[src/rtl/gf180mcu_fd_sc_mcu7t5v0__nor3_filt_2_if.sv]
// Signal bundle for the debounced NOR3 detector: raw inputs and CLR in, filtered outputs and debug state out.
// FLAG/CLR handshake: FLAG is a sticky request and CLR is its acknowledge; CLR is honoured on any edge without a ZN_RISE.
interface gf180mcu_fd_sc_mcu7t5v0__nor3_filt_2_if;
    logic       A1;
    logic       A2;
    logic       A3;
    logic       CLR;
    logic       ZN;
    logic       ZN_RISE;
    logic       FLAG;
    logic       dbg_pend;
    logic [3:0] dbg_cnt;

    modport master (
        output A1, A2, A3, CLR,
        input  ZN, ZN_RISE, FLAG, dbg_pend, dbg_cnt
    );

    modport slave (
        input  A1, A2, A3, CLR,
        output ZN, ZN_RISE, FLAG, dbg_pend, dbg_cnt
    );
endinterface

[src/rtl/gf180mcu_fd_sc_mcu7t5v0__nor3_filt_2.sv]
// Registered, glitch-filtered ~(A1|A2|A3) with rise pulse and sticky flag.
// Define GF180MCU_FD_SC_MCU7T5V0_NOR3_FILT_SYNC_EN to insert the 2-flop input synchroniser.
module gf180mcu_fd_sc_mcu7t5v0__nor3_filt_2 #(
    parameter int unsigned DEPTH = 3
) (
    input logic CLK,
    input logic R,
    gf180mcu_fd_sc_mcu7t5v0__nor3_filt_2_if.slave bus
);
    localparam logic [3:0] CNT_LAST = 4'(DEPTH - 1);

    typedef enum logic {
        AGREE = 1'b0,
        PEND  = 1'b1
    } state_t;

    logic       nraw;
    logic       s;
    state_t     state_q, state_d;
    logic [3:0] cnt_q, cnt_d;
    logic       zn_q, zn_d;
    logic       rise_q, rise_d;
    logic       flag_q, flag_d;

    assign nraw = ~(bus.A1 | bus.A2 | bus.A3);

`ifdef GF180MCU_FD_SC_MCU7T5V0_NOR3_FILT_SYNC_EN
    logic s1, s2;

    always_ff @(posedge CLK or posedge R) begin
        if (R) begin
            s1 <= 1'b0;
            s2 <= 1'b0;
        end else begin
            s1 <= nraw;
            s2 <= s1;
        end
    end

    assign s = s2;
`else
    assign s = nraw;
`endif

    always_ff @(posedge CLK or posedge R) begin
        if (R) begin
            state_q <= AGREE;
            cnt_q   <= 4'd0;
            zn_q    <= 1'b0;
            rise_q  <= 1'b0;
            flag_q  <= 1'b0;
        end else begin
            state_q <= state_d;
            cnt_q   <= cnt_d;
            zn_q    <= zn_d;
            rise_q  <= rise_d;
            flag_q  <= flag_d;
        end
    end

    // A disagreement must persist for DEPTH consecutive samples; any agreeing sample restarts the count.
    always_comb begin
        state_d = state_q;
        cnt_d   = cnt_q;
        zn_d    = zn_q;
        case (state_q)
            AGREE: begin
                if (s != zn_q) begin
                    if (cnt_q == CNT_LAST) begin
                        zn_d = s;
                    end else begin
                        cnt_d   = cnt_q + 4'd1;
                        state_d = PEND;
                    end
                end
            end
            PEND: begin
                if (s == zn_q) begin
                    cnt_d   = 4'd0;
                    state_d = AGREE;
                end else if (cnt_q == CNT_LAST) begin
                    zn_d    = s;
                    cnt_d   = 4'd0;
                    state_d = AGREE;
                end else begin
                    cnt_d = cnt_q + 4'd1;
                end
            end
            default: begin
                cnt_d   = 4'd0;
                state_d = AGREE;
            end
        endcase
        rise_d = zn_d & ~zn_q;
        // A pending rise wins over a simultaneous clear.
        flag_d = rise_q | (flag_q & ~bus.CLR);
    end

    assign bus.ZN       = zn_q;
    assign bus.ZN_RISE  = rise_q;
    assign bus.FLAG     = flag_q;
    assign bus.dbg_pend = (state_q == PEND);
    assign bus.dbg_cnt  = cnt_q;
endmodule
[src/flat_wrapper.sv]
// flat-port wrapper written by rule: the top's interface ports become plain ports
module gf180mcu_fd_sc_mcu7t5v0__nor3_filt_2_flat 
#(
    parameter int unsigned DEPTH = 3
)
  (CLK, R, bus_A1, bus_A2, bus_A3, bus_CLR, bus_ZN, bus_ZN_RISE, bus_FLAG, bus_dbg_pend, bus_dbg_cnt);
  gf180mcu_fd_sc_mcu7t5v0__nor3_filt_2_if bus_i ();
  input logic CLK;
  input logic R;
  input wire logic [$bits(bus_i.A1)-1:0] bus_A1;
  input wire logic [$bits(bus_i.A2)-1:0] bus_A2;
  input wire logic [$bits(bus_i.A3)-1:0] bus_A3;
  input wire logic [$bits(bus_i.CLR)-1:0] bus_CLR;
  output wire logic [$bits(bus_i.ZN)-1:0] bus_ZN;
  output wire logic [$bits(bus_i.ZN_RISE)-1:0] bus_ZN_RISE;
  output wire logic [$bits(bus_i.FLAG)-1:0] bus_FLAG;
  output wire logic [$bits(bus_i.dbg_pend)-1:0] bus_dbg_pend;
  output wire logic [$bits(bus_i.dbg_cnt)-1:0] bus_dbg_cnt;
  assign bus_i.A1 = bus_A1;
  assign bus_i.A2 = bus_A2;
  assign bus_i.A3 = bus_A3;
  assign bus_i.CLR = bus_CLR;
  assign bus_ZN = bus_i.ZN;
  assign bus_ZN_RISE = bus_i.ZN_RISE;
  assign bus_FLAG = bus_i.FLAG;
  assign bus_dbg_pend = bus_i.dbg_pend;
  assign bus_dbg_cnt = bus_i.dbg_cnt;
  gf180mcu_fd_sc_mcu7t5v0__nor3_filt_2 #(.DEPTH(DEPTH)) u_core (.CLK(CLK), .R(R), .bus(bus_i));
endmodule
[config.mk]
export PLATFORM = sky130hd
export DESIGN_NAME = gf180mcu_fd_sc_mcu7t5v0__nor3_filt_2_flat
export DESIGN_NICKNAME = d
export VERILOG_FILES = /design/src/rtl/gf180mcu_fd_sc_mcu7t5v0__nor3_filt_2_if.sv /design/src/rtl/gf180mcu_fd_sc_mcu7t5v0__nor3_filt_2.sv /design/src/flat_wrapper.sv
export SDC_FILE = /design/constraint.sdc
export NUM_CORES = 1
export LEC_CHECK = 0
export CAP_MARGIN = 20
export CORE_AREA = 2 2 39 41
export DETAILED_ROUTE_END_ITERATION = 10
export DIE_AREA = 0 0 41 43
export PLACE_DENSITY = 0.58
export SYNTH_ARGS = -nofsm -noshare
export SYNTH_HDL_FRONTEND = slang
export SYNTH_SLANG_ARGS = --single-unit
[constraint.sdc]
create_clock -name CLK -period 2.05 [get_ports CLK]
set_clock_uncertainty 0.05 [all_clocks]
set_input_delay 0.205 -clock CLK [delete_from_list [all_inputs] [get_ports CLK]]
set_output_delay 0.205 -clock CLK [all_outputs]
set_load 0.005 [all_outputs]
-- Word-level counts from Yosys, hierarchy flattened
Index checks and enable logic that the tools add are counted.
- flip-flop bits (word level): 8
- input port bits: 6
- output and inout port bits: 8
- word-level logic and storage cells: 34
- $add $sub $neg: 1
- equality and inequality tests: 5
- multiplexer cells: 13
- bitwise operators: 9
- reduce and logical (&&, ||, !) cells: 1
- operator list (kind ; number):
    4-bit 2-to-1 mux ; 4
    4-bit case mux with 2 select lines ; 1
    1-bit 2-to-1 mux ; 6
    4-bit by 1-bit adder with 4-bit output, second input constant ; 1
    4-bit by 2-bit equality test with 1-bit output, second input constant ; 1
    1-bit inverter ; 4
    1-bit case mux with 2 select lines ; 2
    1-bit OR ; 3
    1-bit bitwise AND ; 2
    2-bit by 1-bit inequality test with 1-bit output, second input constant ; 1
    2-bit inequality test, second input constant ; 1
    2-bit AND reduction ; 1
    1-bit equality test ; 1
    1-bit inequality test ; 1

-- Depth between registers and ports, before layout
- depth in word-level cells: 7
- gate-level depth with buffers: 5
- mapped depth without buffers: 5

-- Worst setup path after synthesis
OpenSTA, ideal clock, no wires.
- path kind: register to register
- start point: reg u_core.zn_q (netlist: u_core.bus.ZN)
- end point: reg u_core.cnt_q[0] (netlist: u_core.bus.dbg_cnt[0])
- setup time: 0.079 ns
- arrival time: 1.375 ns
- data required time: 1.921 ns
- setup slack: 0.546 ns
- cell stages (with the launch flop): 4
- buffers on the path: 0
- clock period less this slack: 1.504 ns
- path through: dfrtp_1 > or4_4 > a21oi_4 > mux2i_1
- cells in the longest elaborated chain, start to end: 3
- elaborated cells on any way between the ends: 6
- classes of those cells: eq/ne: 3; mux: 2; reduce/logical: 1
- ends and longest elaborated chain (element ; line ; RTL):
    start: declaration ; gf180mcu_fd_sc_mcu7t5v0__nor3_filt_2.sv:21 ; logic zn_q, zn_d;
    start signal: assignment ; gf180mcu_fd_sc_mcu7t5v0__nor3_filt_2.sv:55 ; zn_q <= zn_d;
    1-bit equality test / 1-bit inequality test (equally long branches) ; gf180mcu_fd_sc_mcu7t5v0__nor3_filt_2.sv:78, gf180mcu_fd_sc_mcu7t5v0__nor3_filt_2.sv:68 ;
    4-bit 2-to-1 mux / 2-bit by 1-bit inequality test with 1-bit output (equally long branches) ; - ;
    4-bit case mux with 2 select lines / 2-bit AND reduction (equally long branches) ; - ;
    end signal: assignment ; gf180mcu_fd_sc_mcu7t5v0__nor3_filt_2.sv:54 ; cnt_q <= cnt_d;
    end: declaration ; gf180mcu_fd_sc_mcu7t5v0__nor3_filt_2.sv:20 ; logic [3:0] cnt_q, cnt_d;
Parallel ways exist; a longest one is shown, timed or not.
A chain may end at the register's enable or synchronous reset.

-- Worst setup path after layout
Same ends and word-level chain as after synthesis.

==> metrics.yaml <==
area_growth_pct: 41.57
drc: 0
die_area_um2: 1763
preCtsSetupSlack_ns: 0.2303
startpoint: "u_core.bus.ZN$_DFF_PP0_"
p_leak_uw: 0.0002537
cap_violations: 0
io_buffers: 13
synth_compound_gate_area_share_pct: 15.06
die_w_um: 41
final_nets: 61
drtAntennaViolNets: 0
synth_top_family_by_area: "simple AND/OR/NAND/NOR gates"
grt_use_total_pct: 9.808
finalSetupTns_ns: 0
vias_per_cell: 4.642
cts.htree.levels: 1
post-cts-setup-buffer-count: 0
post-route-min-period_ns: 1.575
critPathArrivalTime_ns: 1.70
synth.distinct_cells: 18
core_area_um2: 1384
slew_headroom_pct: 63.04
fin_util_pct: 42.50
path_clk_slew_ns: 0.05
end_kind: "flop"
grt_start_max_net_pins: 9
synth-simple-area-share_pct: 18.67
wl_per_cell_um: 11.34
synth_xor_area_share_pct: 2.108
cp_num_buf_inv: 0
ys_warn_count: 0
dieHeight_um: 43
cts_tree: "done"
status: "finished clean"
path_delay_family: "simple AND/OR/NAND/NOR gates"
clk_latency_ns: 0.25
cts_root_buf: "clkbuf_4"
finalCritPeriodShare_pct: 76.84
vias: 311
finalHoldViolCount: 0
fin_area_um2: 588.1
antenna_found_initial: 0
muxShareOfSynthArea_pct: 7.229
start_util_pct: 30.02
rsz0062_at_grt: "no"
path_cells: "or4_4 -> a21oi_4 -> mux2i_1"
cp.required_ns: 2.17
grt_pass1_vias: 280
power_density_nw_per_um2: 1170
cts-buffers-inserted: 3
cp_num_cells: 3
ir_drop_v: 0.0006171
dp.cells: 64
yosysSeqAreaShare_pct: 48.19
slew_viol_final: 0
hold_buffers: 0
initialDrtViolationCount: 1
critPathKind: "reg2reg"
postPlaceCellArea_um2: 565.5
worstMarginPinSlew_ns: 0.5498
postLayoutSetupSlackWorst_ns: 0.4749
fmax_mhz: 634.9
grt-ovfl-total: 0
hp-class: "in2async"
diodes: 0
layout-drive-gt1-share_pct: 13.73
syn-cell-area_um2: 415.4
clkSinkCount: 8
grt_first_pass_wirelength_um: 1124
cts_resized: 0
clockBufferDepth: 2
start_kind: "flop"
wirelength_um: 760
synth_nets: 43
r2r_cells: 3
hpwl_um: 548.2
firstDrtPassIters: 4
ys_ff_latch: 8
syn_inst: 35
ios: 14
avgSynthCellArea_um2: 11.87
critPathMaxFanout: 5
rr_startpoint: "u_core.bus.ZN$_DFF_PP0_"
critPathSlowestCell: "or4_4"
finalSetupViolCount: 0
max_stage_delay_ns: 0.58
place.gp.congestion: 0.6881
synthAdderAreaFrac_pct: 6.024
fin_cells: 67
num_rows: 14
-- final timing paths --
check	slack (ns)	to
hold reg to reg	0.40	u_core.bus.FLAG$_DFF_PP0_
setup / recovery	0.47	u_core.bus.dbg_cnt[0]$_DFFE_PP0P_
min in group CLK	0.40	u_core.bus.FLAG$_DFF_PP0_
max in group asynchronous	1.57	u_core.bus.dbg_cnt[3]$_DFFE_PP0P_
setup reg to reg	0.47	u_core.bus.dbg_cnt[0]$_DFFE_PP0P_
hold / removal	0.15	u_core.bus.dbg_cnt[2]$_DFFE_PP0P_
-- cell usage after synthesis --
library cell  n  area, µm²
mux2i_1       3      30.03
nand3_1       1      5.000
inv_1         3      11.26
nand2_1       1      3.750
ha_1          2      25.02
a221oi_2      1      15.01
nor2_1        1      3.750
a21oi_4       1      16.27
nand2b_1      6      37.54
or3b_2        1      8.760
o31ai_1       1      7.510
o21bai_1      1      7.510
nor3b_1       1      7.510
xor2_1        1      8.760
a21o_1        1      7.510
or4_4         1      11.26
o41ai_1       1      8.760
dfrtp_1       8      200.2
-- per-stage QoR --
step,hold slack [ns],total power (µW)
final,0.1500,687.9
after global routing,0.1632,739.7
after CTS,0.1577,700.7
after floorplan,-0.02934,431.8
after detailed placement,0.3977,574.1
after global placement,0.3979,575.0
-- registers in the layout, summed over array words and instances, names as in the netlist --
signal	count
u_core.bus.dbg_cnt	4
u_core.bus.ZN	1
u_core.bus.dbg_pend	1
u_core.bus.FLAG	1
u_core.bus.ZN_RISE	1
-- placed cells by master, fill, tap and decap left out, drive strengths merged --
| cell | count |
|---|---|
| clkdlybuf4s50 | 13 |
| o21bai | 1 |
| dfrtp | 8 |
| clkbuf | 3 |
| nor2 | 1 |
| nand2 | 1 |
| ha | 2 |
| a21oi | 1 |
| nand3 | 1 |
| or3b | 1 |
| mux2i | 3 |
| nand2b | 6 |
| inv | 3 |
| xor2 | 1 |
| o41ai | 1 |
| nor3b | 1 |
| or4 | 1 |
| a221oi | 1 |
| o31ai | 1 |
| a21o | 1 |
-- routing by layer --
metal / up-vias / track usage [%] / share of wire (%)
met5: - / 0 / 0
met4: 0 / 2.000 / 0
met3: 0 / 7.853 / 13
met2: 15 / 13.75 / 44
met1: 139 / 11.51 / 43
li1: 157 / - / -
-- layout make-up --
cell class                 count  area, µm²
fill                         145      795.8
sequential                     8      200.2
inverter                       3      11.26
multi-input combinational     24      203.9
timing repair buffer          13      130.1
clock buffer                   3      22.52
tap                           16      20.02
-- cell families after synthesis --
group / Yosys count
adders and majority gates: 2
buffers and inverters: 3
DFF: 8
AOI/OAI and AO/OA: 6
muxes: 3
xor gates and xnor gates: 1
and+or+nand+nor: 12
-- power breakdown --
part	internal, µW	leakage (µW)	switching, µW
Combinational	184	0.000133	115
Clock	66.8	0.0000138	51.3
Sequential	209	0.000107	62.4
Total	459	0.000254	229
Power figures use the tool's default switching activity.
